--- config.mk ---
export PLATFORM = sky130hd
export DESIGN_NAME = alu_ctrl_pipe
export DESIGN_NICKNAME = d
export VERILOG_FILES = /design/src/rtl/alu_ctrl_pkg.sv /design/src/rtl/alu_ctrl_decode.sv /design/src/rtl/alu_ctrl_pipe.sv
export SDC_FILE = /design/constraint.sdc
export NUM_CORES = 1
export LEC_CHECK = 0
export BUFFER_PORTS_ARGS = -buffer_cell sky130_fd_sc_hd__buf_4
export CAP_MARGIN = 20
export CORE_MARGIN = 4
export CORE_UTILIZATION = 45
export DETAILED_ROUTE_END_ITERATION = 8
export GPL_TIMING_DRIVEN = 1
export PLACE_DENSITY = 0.75
export SKIP_LAST_GASP = 1
export SLEW_MARGIN = 20
export SYNTH_ARGS = -nofsm -noshare
export SYNTH_HDL_FRONTEND = slang
export SYNTH_HIERARCHICAL = 1
export SYNTH_SLANG_ARGS = --single-unit
--- constraint.sdc ---
create_clock -name clk -period 2.4 [get_ports clk]
set_clock_uncertainty 0.2 [all_clocks]
set_input_delay 0.36 -clock clk [delete_from_list [all_inputs] [get_ports clk]]
set_output_delay 0.36 -clock clk [all_outputs]
set_load 0.02 [all_outputs]
--- src/rtl/alu_ctrl_pkg.sv ---
// ---------------------------------------------------------------------------
// alu_ctrl_pkg
// Shared definitions for the registered ALU-control stage:
//   - opcode constants used by the decoder
//   - ALU control code constants
//   - FSM state encoding for the output/handshake controller
// ---------------------------------------------------------------------------
package alu_ctrl_pkg;

    // Top-6-bit opcode values recognised by the decoder
    localparam logic [5:0] OPC_RTYPE     = 6'b000000;
    localparam logic [5:0] OPC_ADDI      = 6'b001000;
    localparam logic [5:0] OPC_ORI       = 6'b001001;
    // opc6[5:4] == 2'b01 selects the subtract class
    localparam logic [1:0] OPC_CLASS_SUB = 2'b01;

    // ALU control codes (4-bit base encoding, zero-extended when wider)
    localparam logic [3:0] ALU_ADD = 4'd0;
    localparam logic [3:0] ALU_SUB = 4'd1;
    localparam logic [3:0] ALU_OR  = 4'd5;

    typedef enum logic [1:0] {
        ST_IDLE  = 2'b00,
        ST_BUSY  = 2'b01,
        ST_VALID = 2'b10
    } state_t;

endpackage

--- src/rtl/alu_ctrl_decode.sv ---
// ---------------------------------------------------------------------------
// alu_ctrl_decode
// Pure combinational opcode/funct -> ALU control code decoder, plus the
// multi-cycle classification of the resulting code.
// Ports:
//   opcode  in  OP_W   instruction opcode (rules use the top 6 bits)
//   funcode in  FN_W   instruction funct field (low ALU_W bits used for R-type)
//   code    out ALU_W  decoded ALU control code
//   is_mc   out 1      code is marked multi-cycle and stretching is enabled
// ---------------------------------------------------------------------------
module alu_ctrl_decode
    import alu_ctrl_pkg::*;
#(
    parameter int                        OP_W    = 6,
    parameter int                        FN_W    = 6,
    parameter int                        ALU_W   = 4,
    parameter logic [(1 << ALU_W)-1:0]   MC_MASK = '0,
    parameter int                        MC_LAT  = 4
) (
    input  logic [OP_W-1:0]  opcode,
    input  logic [FN_W-1:0]  funcode,
    output logic [ALU_W-1:0] code,
    output logic             is_mc
);

    logic [5:0] opc6;
    // Only the top opcode bits and low funct bits participate in decode.
    logic       unused_bits;

    assign opc6        = opcode[OP_W-1 -: 6];
    assign unused_bits = ^{opcode, funcode};

    // Priority-ordered decode; the load/store check on opc6[5] wins over all.
    always_comb begin
        code = '0;
        if (opc6[5]) begin
            code = ALU_W'(ALU_ADD);
        end else if (opc6 == OPC_RTYPE) begin
            code = funcode[ALU_W-1:0];
        end else if ((opc6 == OPC_ADDI) || (opc6[5:4] == OPC_CLASS_SUB)) begin
            code = ALU_W'(ALU_SUB);
        end else if (opc6 == OPC_ORI) begin
            code = ALU_W'(ALU_OR);
        end else begin
            code = ALU_W'(ALU_ADD);
        end
    end

    // A latency below 2 degenerates to single-cycle behaviour.
    assign is_mc = (MC_LAT >= 2) && MC_MASK[code];

endmodule

--- src/rtl/alu_ctrl_pipe.sv ---
// ---------------------------------------------------------------------------
// alu_ctrl_pipe
// Registered, valid/ready handshaked ALU-control stage between decode/RF-read
// and execute. Holds one decoded code; multi-cycle codes are stretched for
// MC_LAT-1 extra... cycles in total MC_LAT-1 edges after accept before valid.
// Ports:
//   clk       in  1      rising-edge clock
//   rst_n     in  1      asynchronous active-low reset
//   in_valid  in  1      upstream presents an instruction
//   in_ready  out 1      stage accepts this cycle (combinational)
//   opcode    in  OP_W   instruction opcode
//   funcode   in  FN_W   instruction funct field
//   flush     in  1      synchronous kill of the held/in-flight entry
//   out_valid out 1      alucode valid to execute stage
//   out_ready in  1      execute stage consumes
//   alucode   out ALU_W  registered ALU control code
//   out_mc    out 1      held code is multi-cycle
//   busy      out 1      multi-cycle countdown in progress
// ---------------------------------------------------------------------------
module alu_ctrl_pipe
    import alu_ctrl_pkg::*;
#(
    parameter int                        OP_W    = 6,
    parameter int                        FN_W    = 6,
    parameter int                        ALU_W   = 4,
    parameter logic [(1 << ALU_W)-1:0]   MC_MASK = '0,
    parameter int                        MC_LAT  = 4
) (
    input  logic             clk,
    input  logic             rst_n,
    input  logic             in_valid,
    output logic             in_ready,
    input  logic [OP_W-1:0]  opcode,
    input  logic [FN_W-1:0]  funcode,
    input  logic             flush,
    output logic             out_valid,
    input  logic             out_ready,
    output logic [ALU_W-1:0] alucode,
    output logic             out_mc,
    output logic             busy
);

    localparam int             CNT_W    = (MC_LAT > 2) ? $clog2(MC_LAT) : 1;
    // Countdown preload: BUSY lasts MC_LAT-1 cycles, leaving on counter==0.
    localparam logic [CNT_W-1:0] CNT_LOAD = (MC_LAT >= 2) ? CNT_W'(MC_LAT - 2) : '0;

    logic [ALU_W-1:0] dec_code;
    logic             dec_mc;
    logic             accept;

    state_t           state_p1, state_nx;
    logic [ALU_W-1:0] code_p1,  code_nx;
    logic             mc_p1,    mc_nx;
    logic [CNT_W-1:0] cnt_p1,   cnt_nx;
    logic             vld_p1;
    logic             busy_p1;

    alu_ctrl_decode #(
        .OP_W    (OP_W),
        .FN_W    (FN_W),
        .ALU_W   (ALU_W),
        .MC_MASK (MC_MASK),
        .MC_LAT  (MC_LAT)
    ) u_decode (
        .opcode  (opcode),
        .funcode (funcode),
        .code    (dec_code),
        .is_mc   (dec_mc)
    );

    // ---- stage p0: handshake and next-state decision ----
    always_comb begin
        in_ready = ~flush & ((state_p1 == ST_IDLE) |
                             ((state_p1 == ST_VALID) & out_ready));
        accept   = in_valid & in_ready;

        state_nx = state_p1;
        code_nx  = code_p1;
        mc_nx    = mc_p1;
        cnt_nx   = cnt_p1;

        if (flush) begin
            // alucode is left untouched; it is meaningless once invalid.
            state_nx = ST_IDLE;
            mc_nx    = 1'b0;
            cnt_nx   = '0;
        end else if (accept) begin
            // Covers both the IDLE capture and the back-to-back VALID refill.
            code_nx = dec_code;
            if (dec_mc) begin
                state_nx = ST_BUSY;
                cnt_nx   = CNT_LOAD;
                mc_nx    = 1'b1;
            end else begin
                state_nx = ST_VALID;
                cnt_nx   = '0;
                mc_nx    = 1'b0;
            end
        end else begin
            case (state_p1)
                ST_IDLE: begin
                end
                ST_BUSY: begin
                    if (cnt_p1 == '0) begin
                        state_nx = ST_VALID;
                    end else begin
                        cnt_nx = cnt_p1 - CNT_W'(1);
                    end
                end
                ST_VALID: begin
                    if (out_ready) begin
                        state_nx = ST_IDLE;
                        mc_nx    = 1'b0;
                    end
                end
                default: begin
                    state_nx = ST_IDLE;
                    mc_nx    = 1'b0;
                    cnt_nx   = '0;
                end
            endcase
        end
    end

    // ---- stage p1: registered state and outputs ----
    always_ff @(posedge clk or negedge rst_n) begin
        if (!rst_n) begin
            state_p1 <= ST_IDLE;
            code_p1  <= '0;
            mc_p1    <= 1'b0;
            cnt_p1   <= '0;
            vld_p1   <= 1'b0;
            busy_p1  <= 1'b0;
        end else begin
            state_p1 <= state_nx;
            code_p1  <= code_nx;
            mc_p1    <= mc_nx;
            cnt_p1   <= cnt_nx;
            // Dedicated flops keep out_valid/busy glitch-free.
            vld_p1   <= (state_nx == ST_VALID);
            busy_p1  <= (state_nx == ST_BUSY);
        end
    end

    assign out_valid = vld_p1;
    assign busy      = busy_p1;
    assign alucode   = code_p1;
    assign out_mc    = mc_p1;

endmodule

# Word-level counts from Yosys, hierarchy flattened
# Memory sizes are Yosys's and may differ from the RTL's.
# Cells that the tools add are included.
# Widths: inputs -> output; s select.
# classes
n_lt_le_gt_ge	1
eq_ne	11
mul	0
div	0
reduce_logical	9
bitwise_logic	5
shifts	0
n_addsub	1
muxes	21
# ops
cell	n
$mux 2	9
$eq 6x4->1 const B	2
$mux 4	3
$ne 4x4->1 const B	2
$eq 2x1->1 const B	3
$logic_not 6->1	1
$ne 3x1->1 const B	2
$pmux 2 s3	1
$reduce_and 2->1	3
$lt 4x5->1 const B	1
$mux 1	5
$eq 2x2->1 const B	2
$logic_not 2->1	2
$pmux 2 s2	1
$reduce_or 2->1	2
$and 1x1->1	3
$mux 3	1
$pmux 1 s2	1
$sub 2x1->2 const B	1
$logic_or 1x1->1	1
$not 1->1	1
$or 1x1->1	1
# word_totals
output_inout_bits	8
memories	1
latchBits	0
in_bits	17
mem_bits_rw	0
rom_bits	16
wordCells	55
regBits	11
# memory_table
memory	depth	width	read_ports	rd_clocked_by_memory_dff	wr	line	source
(name not given)	16	1	1	0	0	alu_ctrl_decode.sv:50	assign is_mc = (MC_LAT >= 2) && MC_MASK[code];

# Longest topological paths before layout
# Gate-level depths: netlist of the first run.
# depth
word_depth	11
depth_mapped	5
ltp_nobuf	5

# By module
# The synthesis of the first run kept the hierarchy.
# modules_own_cells
module	cells_per_inst	area_per_inst_um2	instances
alu_ctrl_pipe	44	534.3	1
alu_ctrl_decode	14	82.6	1

# Worst setup path before layout of the first run
# Ideal clock, no wire load.
# synth_timing
path_kind	register -> register
from	reg state_p1[1]
to	reg code_p1[0] (netlist: alucode[0])
required_time_ns	2.075
path_stages_with_launch	4
setup_time_ns	0.125
setup_slack_ns	0.762
n_path_buf	0
t_arrival_ns	1.313
cell_sequence	dfrtp_1 > and2b_4 > nor4b_4 > mux2_2
# synth_via
elab_chain_cells	6
# synth_lines
element	line	source
start: declaration	alu_ctrl_pipe.sv:51	state_t state_p1, state_nx;
start signal: assignment	alu_ctrl_pipe.sv:135	state_p1 <= state_nx;
$eq 2x2->1	alu_ctrl_pipe.sv:74	((state_p1 == ST_VALID) & out_ready));
$and 1x1->1	alu_ctrl_pipe.sv:74	
$or 1x1->1 *	alu_ctrl_pipe.sv:73	in_ready = ~flush & ((state_p1 == ST_IDLE) |
$and 1x1->1 *	alu_ctrl_pipe.sv:73	
$and 1x1->1 *	alu_ctrl_pipe.sv:75	accept = in_valid & in_ready;
$reduce_and 2->1 (no line) *	--	
end signal: assignment	alu_ctrl_pipe.sv:136	code_p1 <= code_nx;
end: declaration	alu_ctrl_pipe.sv:52	logic [ALU_W-1:0] code_p1, code_nx;
# Every way passes the cells marked *; elsewhere a longest branch is shown, timed or not.
# A chain may end at the register's enable or synchronous reset.

# Final worst setup path of the first run
# layout_timing
from	reg state_p1[1]
to	reg code_p1[1] (netlist: alucode[1])
# Same word-level chain as after synthesis.

==> results by group, run 1 <==
CTS
  – CTS sink cnt: 11
  – Hold_buf cts: 1
  – Root buf cell: clkbuf_4
  – Clk buf depth: 2
  – Worst-skew pair later-pin latency: 0.27 ns
  – Num CTS Buffers: 3
  – Post-CTS Resized: 0
  – Post-CTS Setup Bufs: 0
  – H-tree lvl count: 1
  – Clk pin slew, worst setup/hold paths: 0.07 ns
  – CTS tree: built

Finish
  – Ratio of cells with drive above 1 in the final layout: 42.17%
  – Most frequent cells in the layout: buf_4 (22), dfrtp_1 (11), o21ai_0 (4), mux2_2 (4)
  – Filler cell count: 116
  – Sequential cell area: 275.3 sq um
  – Net count reported at finish: 102
  – Most common cell after layout, fill and taps aside: buf_4
  – Multi-input logic area: 314.1 sq um
  – Non-Filler Instances: 98
  – Synth-to-Final Area Change: 33.67%
  – N_diodes: 0

Worst hold path
  – Worst min path class: primary input to flop
  – WHS Path Cells: 2

STA
  – WHS: 0.1217 ns
  – Fin crit period: 1.801 ns
  – RSZ-0062 raised after global routing: no
  – Max-slew violations: 0
  – Final setup fails: 0
  – F_max: 555.2 MHz
  – Fin. Hold Viols: 0
  – Post-Route Setup TNS: 0 ns
  – Crit share post-route: 75.05%

Yosys
  – Largest cells by area after synthesis: dfrtp_1 (45%), mux2_2 (7.3%), nor4b_4 (3.9%), o21ai_0 (3.2%), nand2b_1 (3.0%)
  – Async set or reset register ratio after synthesis: 100.0%
  – Synth Net Count: 76
  – Yosys cell types: 31
  – Synth Register Bits: 11
  – Cell taking the most area after synthesis: dfrtp_1
  – Top cell type's share of synthesized area: 44.62%
  – Netlist Area Pre-Place: 616.8 sq um
  – Synthesized area per cell: 10.64 sq um
  – Yosys warnings: 6
  – Number of flops mapped to enable cells by yosys: 0
  – Top FF cell, synth: dfrtp_1
  – Post-Syn Instances: 58
  – Register area share after synthesis: 44.62%

Setup path
  – Critical path's top delay family: simple AND/OR/NAND/NOR gates
  – Crit start category: flop
  – Buf/Inv on CP: 0
  – Worst-case reg-to-reg path depth: 3
  – Crit Path Max Fanout: 7
  – Critical path endpoint category: flop
  – Instance count on the critical path: 3
  – Flop-to-flop setup slack: 0.60 ns
  – Arrival @ worst endpoint: 1.76 ns
  – Crit path kind: flop to flop
  – Critical path required time: 2.35 ns
  – Slowest CP cell: dfrtp_1
  – Crit-path cells: and2b_4 -> nor4b_4 -> mux2_2
  – Critical path's largest stage delay: 0.44 ns

Detailed routing
  – Total Routed Length: 1369 microns
  – Routed length per instance: 13.97 microns
  – Final ANT Viol Nets: 0
  – Iteration-0 DRC Markers: 4
  – Vias per inst: 5.337
  – Post-route DRC: 0
  – Pre-antenna DRT Iters: 3
  – Via count: 523

Floorplan
  – Initial Util: 47.40%
  – Chip Height: 45.03 microns
  – Die area: 2027 sq um
  – IO Pins: 25
  – Die Wd: 45.03 microns
  – Area of the core: 1301 sq um
  – Floorplan row count: 13

Pwr
  – Sequential fraction of design power: 47.4%
  – P_sw: 119.3 uW
  – Leakage: 0.3886 nW
  – PwrDens: 523.5 nW/um^2
  – Pwr Total: 431.6 uW
  – Clock Power Share: 29.1%
  – P_int: 312.3 uW
  – Switching part of the total: 27.64%
  – Maximum VDD drop: 0.0003165 V
  – Comb pwr share: 23.5%

Job
  – Max-cap viol count: 0

Run status
  – Status: finished clean

Global route
  – Largest net degree at the start of global routing: 12
  – Global Route Usage Sum: 15.63%
  – Initial antenna violation count: 0
  – First-pass GRT wire length: 2249 microns
  – GRT overflow: 0
  – Number of global-route vias before repair: 527

Placed design
  – PortBufs: 22
  – Final HPWL DP: 1079 microns
  – Global placement routability congestion: 0.7902
  – Inst Count DP: 93
[layer usage]
layer | up-vias | GRT usage, % | wire (microns)
met3 | 0 | 7.570 | 84
met5 | - | 0 | 0
li1 | 267 | - | -
met4 | 0 | 3.509 | 0
met2 | 12 | 24.58 | 677
met1 | 244 | 19.35 | 608
[layout make-up]
class	instances	area share, %
clock buffers	4	3.187
multi-input cells	41	38.09
inverters	4	1.821
well taps	15	2.276
flip-flops and latches	11	33.38
repair buffers	23	21.24
[Yosys cell counts (all sizes together), types with 2 or more instances]
master   n
buf      2
o21ai    4
inv      4
and3     2
mux2     4
nor2     2
nand2b   3
dfrtp   11
a221oi   2
nor2b    2
nand2    2
a21boi   2
a21oi    3
[stage by stage]
step                util [%]  area [sq um]  worst slack (ns)
floorplan                  -         616.8            0.7621
global placement       60.58         788.3            0.6197
detailed placement     60.58         788.3            0.5917
CTS                    63.37         824.5            0.5978
global route           63.37         824.5            0.5139
finish                 63.37         824.5            0.5988
[flip-flops by register name (all words and copies together), names as in the netlist]
register   flops
out_mc         1
out_valid      1
state_p1       2
cnt_p1         2
busy           1
alucode        4
[power by group through the flow]
stage	sequential, mW	clock (mW)	combinational, mW
final	0.205	0.126	0.101
after global routing	0.206	0.142	0.110
after CTS	0.205	0.130	0.101
after detailed placement	0.208	0	0.0995
after global placement	0.208	0	0.0965
after floorplan	0.216	0	0.0462
[path summary, 6_finish.rpt]
path / startpoint / end
min reg2reg: alucode[2] / alucode[2]
min: flush / cnt_p1[1]
max: state_p1[1] / alucode[1]
min in group asynchronous: rst_n / busy
max in group asynchronous: rst_n / out_mc
max reg2reg: state_p1[1] / alucode[1]
[cell families (layout without fill, tap and decap cells)]
kind of cell	after synthesis	in the layout	share of synthesized area (%)
and+or+nand+nor	19	19	22.52
DFF	11	11	44.62
AOI/OAI and AO/OA	16	16	18.46
adders and majority gates	1	1	2.028
other	1	1	0.6079
muxes	4	4	7.302
buffers and inverters	6	31	4.461
Power figures use the tool's default switching activity.
==> run 2, diff against run 1 <==
--- a/config.mk
+++ b/config.mk
@@ -8,10 +8,10 @@
 export BUFFER_PORTS_ARGS = -buffer_cell sky130_fd_sc_hd__buf_4
 export CAP_MARGIN = 20
 export CORE_MARGIN = 4
-export CORE_UTILIZATION = 45
+export CORE_UTILIZATION = 41
 export DETAILED_ROUTE_END_ITERATION = 8
 export GPL_TIMING_DRIVEN = 1
-export PLACE_DENSITY = 0.75
+export PLACE_DENSITY = 0.72
 export SKIP_LAST_GASP = 1
 export SLEW_MARGIN = 20
 export SYNTH_ARGS = -nofsm -noshare
==> constraint.sdc (replaced) <==
create_clock -name clk -period 1.65 [get_ports clk]
set_clock_uncertainty 0.2 [all_clocks]
set_input_delay 0.2475 -clock clk [delete_from_list [all_inputs] [get_ports clk]]
set_output_delay 0.2475 -clock clk [all_outputs]
set_load 0.02 [all_outputs]
==> run 2 against run 1 <==
Net effect: cell count up 6.1%; via count rose by 7.3%; core utilization up 2.5 points; sequential share of layout area is 2.6 points lower; cell area increased by 9.1%; clock power is 48% higher; the run now ends with negative setup slack left; combinational power up 73%; worst setup slack worse by 0.63 ns; die area grew 8.0%.
==> results by group, run 2 (synthesis results as in run 1) <==
STA
  – Fin. Hold Viols: 0 (unchanged)
  – RSZ-0062 raised after global routing: yes
  – Fin crit period: 1.683 ns
  – Max-slew violations: 0 (unchanged)
  – F_max: 594.1 MHz
  – Post-Route Setup TNS: -0.03319 ns (-0.03319 ns)
  – Final setup fails: 1 (+1)
  – WHS: 0.03640 ns (-0.08531 ns)
  – Crit share post-route: 102.0%
  – Worst setup margin: -0.03319 ns (-0.6320 ns)

Finish
  – Synth-to-Final Area Change: 45.84%
  – Most frequent cells in the layout: buf_4 (27), dfrtp_1 (10), o21ai_0 (4), mux2_2 (4)
  – Most common cell after layout, fill and taps aside: buf_4
  – Max reg flops: 4 (unchanged)
  – N_diodes: 0 (unchanged)
  – Ratio of cells with drive above 1 in the final layout: 53.93% (+12 points)
  – Net count reported at finish: 108 (+5.9%)
  – Filler cell count: 114 (-1.7%)

CTS
  – CTS tree: built
  – Num CTS Buffers: 3 (unchanged)
  – Clk pin slew, worst setup/hold paths: 0.07 ns (about the same)
  – CTS sink cnt: 11 (unchanged)
  – Worst-skew pair later-pin latency: 0.27 ns (about the same)
  – H-tree lvl count: 1 (unchanged)
  – Clk buf depth: 2 (unchanged)
  – Root buf cell: clkbuf_4

Setup path
  – Worst-case reg-to-reg path depth: 4 (+1)
  – Critical path's top delay family: flip-flops
  – Crit Path Max Fanout: 4 (-3)
  – Worst r2r src: state_p1[1]
  – Critical path required time: 1.20 ns (-1.15 ns)
  – Crit-path cells: and2b_4 -> buf_4 -> nor3_4 -> buf_6
  – Critical path endpoint category: output port
  – Crit path kind: flop to output port
  – Buf/Inv on CP: 2 (+2)
  – Crit start category: flop
  – Critical path's largest stage delay: 0.38 ns (-0.06 ns)
  – Arrival @ worst endpoint: 1.24 ns (-0.52 ns)
  – Reg2reg end: alucode[1]
  – Flop-to-flop setup slack: 0.06 ns (-0.54 ns)
  – Slowest CP cell: dfrtp_1

Run status
  – Status: finished, violations left
  – Failing checks: negative setup slack

Global route
  – Global Route Usage Sum: 15.52% (-0.11 points)
  – GRT overflow: 0 (unchanged)
  – Number of global-route vias before repair: 541 (+2.7%)
  – First-pass GRT wire length: 2366 microns (+5.2%)
  – Largest net degree at the start of global routing: 12 (unchanged)
  – Initial antenna violation count: 0 (unchanged)

Detailed routing
  – Pre-antenna DRT Iters: 4 (+1)
  – Total Routed Length: 1504 microns (+9.9%)
  – Final ANT Viol Nets: 0 (unchanged)
  – Post-route DRC: 0 (unchanged)
  – Met1 Routed Length: 658 microns (+8.2%)
  – Routed length per instance: 14.46 microns (+3.5%)
  – Met2 Wirelength: 782 microns (+16%)
  – Met3 WL post-DR: 64 microns (-24%)
  – Via count: 561 (+7.3%)
  – Iteration-0 DRC Markers: 13 (+9)
  – Vias per inst: 5.394 (+1.1%)
  – Top Metal Used: met3

Job
  – Max-cap viol count: 0 (unchanged)

Placed design
  – Global placement routability congestion: 0.8219 (+4.0%)
  – Place WS: 0.03391 ns (-0.5578 ns)
  – Final HPWL DP: 1190 microns (+10%)
  – PortBufs: 22 (unchanged)

Floorplan
  – Floorplan row count: 13 (unchanged)
  – IO Pins: 25 (unchanged)
  – Chip Height: 46.79 microns (+3.9%)
  – Die Wd: 46.79 microns (+3.9%)
  – Area of the core: 1366 sq um (+5.0%)
  – Initial Util: 45.15% (-2.3 points)
  – Die area: 2189 sq um (+8.0%)

Worst hold path
  – Worst hold start: flush
  – Worst min path class: primary input to flop
  – WHS Path Cells: 2 (unchanged)
  – Hold worst-path end: cnt_p1[1]

Pwr
  – Maximum VDD drop: 0.0003931 V (+24%)
  – PwrDens: 730.5 nW/um^2 (+40%)
  – Leakage: 0.4252 nW (+9.4%)
run 2: cell type report:
cell class	instances	area (sq um)	area share, %
multi-input combinational	41	339.1	37.69
sequential	11	276.5	30.74
timing repair buffer	29	224.0	24.90
clock buffer	4	26.28	2.921
tap	15	18.77	2.086
inverter	4	15.01	1.669
run 2: worst max path at each step:
stage               slack (ns)  depth (start not counted)         from    endpoint
floorplan                 0.01                          3  state_p1[1]  alucode[0]
CTS                      -0.06                          4  state_p1[1]    in_ready
global route             -0.08                          4  state_p1[1]    in_ready
global placement          0.06                          3  state_p1[1]  alucode[3]
detailed placement        0.03                          3  state_p1[1]  alucode[1]
finish                   -0.03                          4  state_p1[1]    in_ready
run 2: where the power goes:
group	internal, mW	switching (mW)	leakage (nW)
combinational	0.0920	0.0829	0.264
sequential	0.286	0.0100	0.147
clock	0.0935	0.0926	0.0150
run 2: metrics by stage:
stage                     utilization (%)  instances  total power [mW]  cell area, sq um
after floorplan                         -         58            0.3817             616.8
after global placement              60.44         98            0.4556             825.8
after detailed placement            60.44         98            0.4591             825.8
after CTS                           63.46        103            0.6577             867.1
after global routing                65.84        104            0.6942             899.6
final                               65.84        104            0.6572             899.6
run 2: repair_timing:
| item | CTS | global route |
|---|---|---|
| hold buffers | 1 | 0 |
| endpoints found under the setup margin | 1 | 7 |
| endpoints found under the hold margin | 11 | 0 |
| buffers inserted | 0 | 1 |
| gates resized for setup | 1 | 8 |
| pin swaps | 0 | 1 |
run 2: per-layer routing:
metal  vias to the layer above  track usage [%]
li1                        273                -
met1                       274            19.62
met2                        14            26.29
met3                         0            3.448
met4                         0            4.972
met5                         -                0
==> run 3, diff against run 2 <==
--- a/config.mk
+++ b/config.mk
@@ -12,6 +12,7 @@
 export DETAILED_ROUTE_END_ITERATION = 8
 export GPL_TIMING_DRIVEN = 1
 export PLACE_DENSITY = 0.72
+export SETUP_SLACK_MARGIN = 0.02
 export SKIP_LAST_GASP = 1
 export SLEW_MARGIN = 20
 export SYNTH_ARGS = -nofsm -noshare
==> run 3 against run 2 <==
Net effect: the flow now finishes without violations; register-to-register slack worse by 0.03 ns; sequential power about the same; clock power shrank 6%; first-iteration DRC count rose by 31%; largest cell class unchanged; total power about the same; hold slack got worse by 0.0055 ns; global-route usage decreased by 1.7 points; critical path depth unchanged; sequential share of layout area shrank 0.83 points; combinational power increased by 6%.
==> results by group, run 3 (synthesis results as in run 1) <==
Finish
  – Non-Filler Instances: 104 (unchanged)
  – N_diodes: 0 (unchanged)
  – Most frequent cells in the layout: buf_4 (26), dfrtp_1 (10), o21ai_0 (4)
  – Multi-input logic area: 360.3 sq um (+6.3%)
  – Filler cell count: 105 (-7.9%)
  – Most common cell after layout, fill and taps aside: buf_4
  – Max reg flops: 4 (unchanged)
  – Design area: 924.6 sq um (+2.8%)
  – Ratio of cells with drive above 1 in the final layout: 52.81% (-1.1 points)
  – Net count reported at finish: 108 (unchanged)
  – Sequential cell area: 276.5 sq um (unchanged)
  – Synth-to-Final Area Change: 49.90%

Pwr
  – Leakage: 0.4339 nW (+2.0%)
  – P_sw: 177.6 uW (-4.3%)
  – Comb pwr share: 28.1% (+1.5 points)
  – Maximum VDD drop: 0.0005919 V (+51%)
  – Switching part of the total: 27.03% (-1.2 points)
  – Clock Power Share: 26.7% (-1.6 points)
  – PwrDens: 710.5 nW/um^2 (-2.7%)
  – Sequential fraction of design power: 45.2% (about the same)
  – P_int: 479.4 uW (+1.6%)

Global route
  – Initial antenna violation count: 0 (unchanged)
  – Largest net degree at the start of global routing: 12 (unchanged)
  – First-pass GRT wire length: 2159 microns (-8.7%)
  – GRT overflow: 0 (unchanged)
  – Number of global-route vias before repair: 502 (-7.2%)
  – Global Route Usage Sum: 13.87% (-1.7 points)

Placed design
  – Inst Count DP: 96 (-2.0%)
  – PortBufs: 22 (unchanged)
  – Final HPWL DP: 1085 microns (-8.8%)
  – Global placement routability congestion: 0.7734 (-5.9%)
  – DP Area: 810.8 sq um (-1.8%)
  – Place WS: 0.04883 ns (+0.01492 ns)

CTS
  – CTS tree: built
  – Root buf cell: clkbuf_4
  – Num CTS Buffers: 3 (unchanged)
  – H-tree lvl count: 1 (unchanged)
  – Worst-skew pair later-pin latency: 0.26 ns (about the same)
  – CTS sink cnt: 11 (unchanged)
  – Clk pin slew, worst setup/hold paths: 0.06 ns (about the same)
  – Clk buf depth: 2 (unchanged)

Setup path
  – Worst-case reg-to-reg path depth: 4 (unchanged)
  – Reg2reg end: alucode[3]
  – Flop-to-flop setup slack: 0.03 ns (-0.03 ns)
  – Arrival @ worst endpoint: 1.18 ns (-0.06 ns)
  – Critical path endpoint category: output port
  – Critical path required time: 1.20 ns (about the same)
  – Crit path kind: flop to output port
  – Crit start category: flop
  – Crit Path Max Fanout: 4 (unchanged)
  – Worst r2r src: state_p1[1]

Detailed routing
  – Routed length per instance: 14.02 microns (-3.1%)
  – Via count: 538 (-4.1%)
  – Iteration-0 DRC Markers: 17 (+4)
  – Total Routed Length: 1458 microns (-3.1%)
  – Post-route DRC: 0 (unchanged)
  – Final ANT Viol Nets: 0 (unchanged)
  – Pre-antenna DRT Iters: 4 (unchanged)
  – Vias per inst: 5.173 (-4.1%)

Worst hold path
  – Hold worst-path end: cnt_p1[1]
  – Worst hold start: flush
  – Worst min path class: primary input to flop
  – WHS Path Cells: 2 (unchanged)

Floorplan
  – IO Pins: 25 (unchanged)
  – Die area: 2189 sq um (unchanged)
  – Initial Util: 45.15% (unchanged)
  – Area of the core: 1366 sq um (unchanged)
  – Chip Height: 46.79 microns (unchanged)
  – Floorplan row count: 13 (unchanged)
  – Die Wd: 46.79 microns (unchanged)

STA
  – Fin. Hold Viols: 0 (unchanged)
  – Worst setup margin: 0.01851 ns (+0.05170 ns)
  – Crit share post-route: 98.88% (-3.1 points)
  – RSZ-0062 raised after global routing: yes
  – WHS: 0.03093 ns (-0.005475 ns)
  – F_max: 612.9 MHz (+3.2%)
  – Max-slew violations: 0 (unchanged)
  – Final setup fails: 0 (-1)
  – Fin crit period: 1.631 ns (-0.05170 ns)

Run status
  – Status: finished clean

Job
  – Max-cap viol count: 0 (unchanged)
[run 3: cell counts in the layout (fill, tap and decap cells not counted)]
No cell type changed its count.
[run 3: power by group through the flow]
stage               logic [mW]  registers [mW]  clock network, mW
floorplan               0.0673           0.314                  0
global placement         0.151           0.300                  0
detailed placement       0.154           0.301                  0
CTS                      0.157           0.296              0.179
global route             0.200           0.299              0.195
finish                   0.185           0.297              0.175
[run 3: cell type report]
cell class | instances | share of cell area [%]
Clock buffer | 4 | 2.842
Inverter | 4 | 1.624
Multi-Input combinational cell | 41 | 38.97
Sequential cell | 11 | 29.91
Tap cell | 15 | 2.030
Timing Repair Buffer | 29 | 24.63
[run 3: worst max path at each step]
stage | to | slack, ns | start
after floorplan | alucode[0] | 0.01 | state_p1[1]
after global placement | alucode[3] | 0.05 | state_p1[1]
after detailed placement | alucode[3] | 0.05 | state_p1[1]
after CTS | in_ready | -0.02 | state_p1[1]
after global routing | cnt_p1[0] | -0.06 | cnt_p1[0]
final | in_ready | 0.02 | state_p1[1]
[run 3: what timing repair did]
item | 4_1_cts | 5_1_grt
pin swaps | 0 | 2
setup endpoints to repair | 1 | 7
setup buffers | 0 | 3
cloned | 0 | 0
endpoints found under the hold margin | 11 | 0
hold buffers | 1 | 0
resized for setup | 1 | 12
[run 3: layer usage]
| layer | vias up | share of wire (%) | global-route usage [%] |
|---|---|---|---|
| li1 | 274 | - | - |
| met1 | 253 | 45 | 19.14 |
| met2 | 11 | 51 | 21.14 |
| met3 | 0 | 4.1 | 5.747 |
| met4 | 0 | 0 | 1.657 |
| met5 | - | 0 | 0 |
[run 3: critical path, cell delays in order, from the launching register on]
cell	delay, ns
dfrtp_1	0.38
and2b_4	0.18
buf_6	0.12
nor3_4	0.11
buf_6	0.13
[run 3: per-stage QoR]
| step | total power [mW] | utilization (%) | TNS, ns |
|---|---|---|---|
| 2_1_floorplan | 0.3817 | - | 0 |
| 3_3_place_gp | 0.4511 | 59.34 | 0 |
| 3_5_place_dp | 0.4545 | 59.34 | 0 |
| 4_1_cts | 0.6314 | 62.36 | -0.01969 |
| 5_1_grt | 0.6944 | 67.67 | -0.1107 |
| 6_report | 0.6570 | 67.67 | 0 |
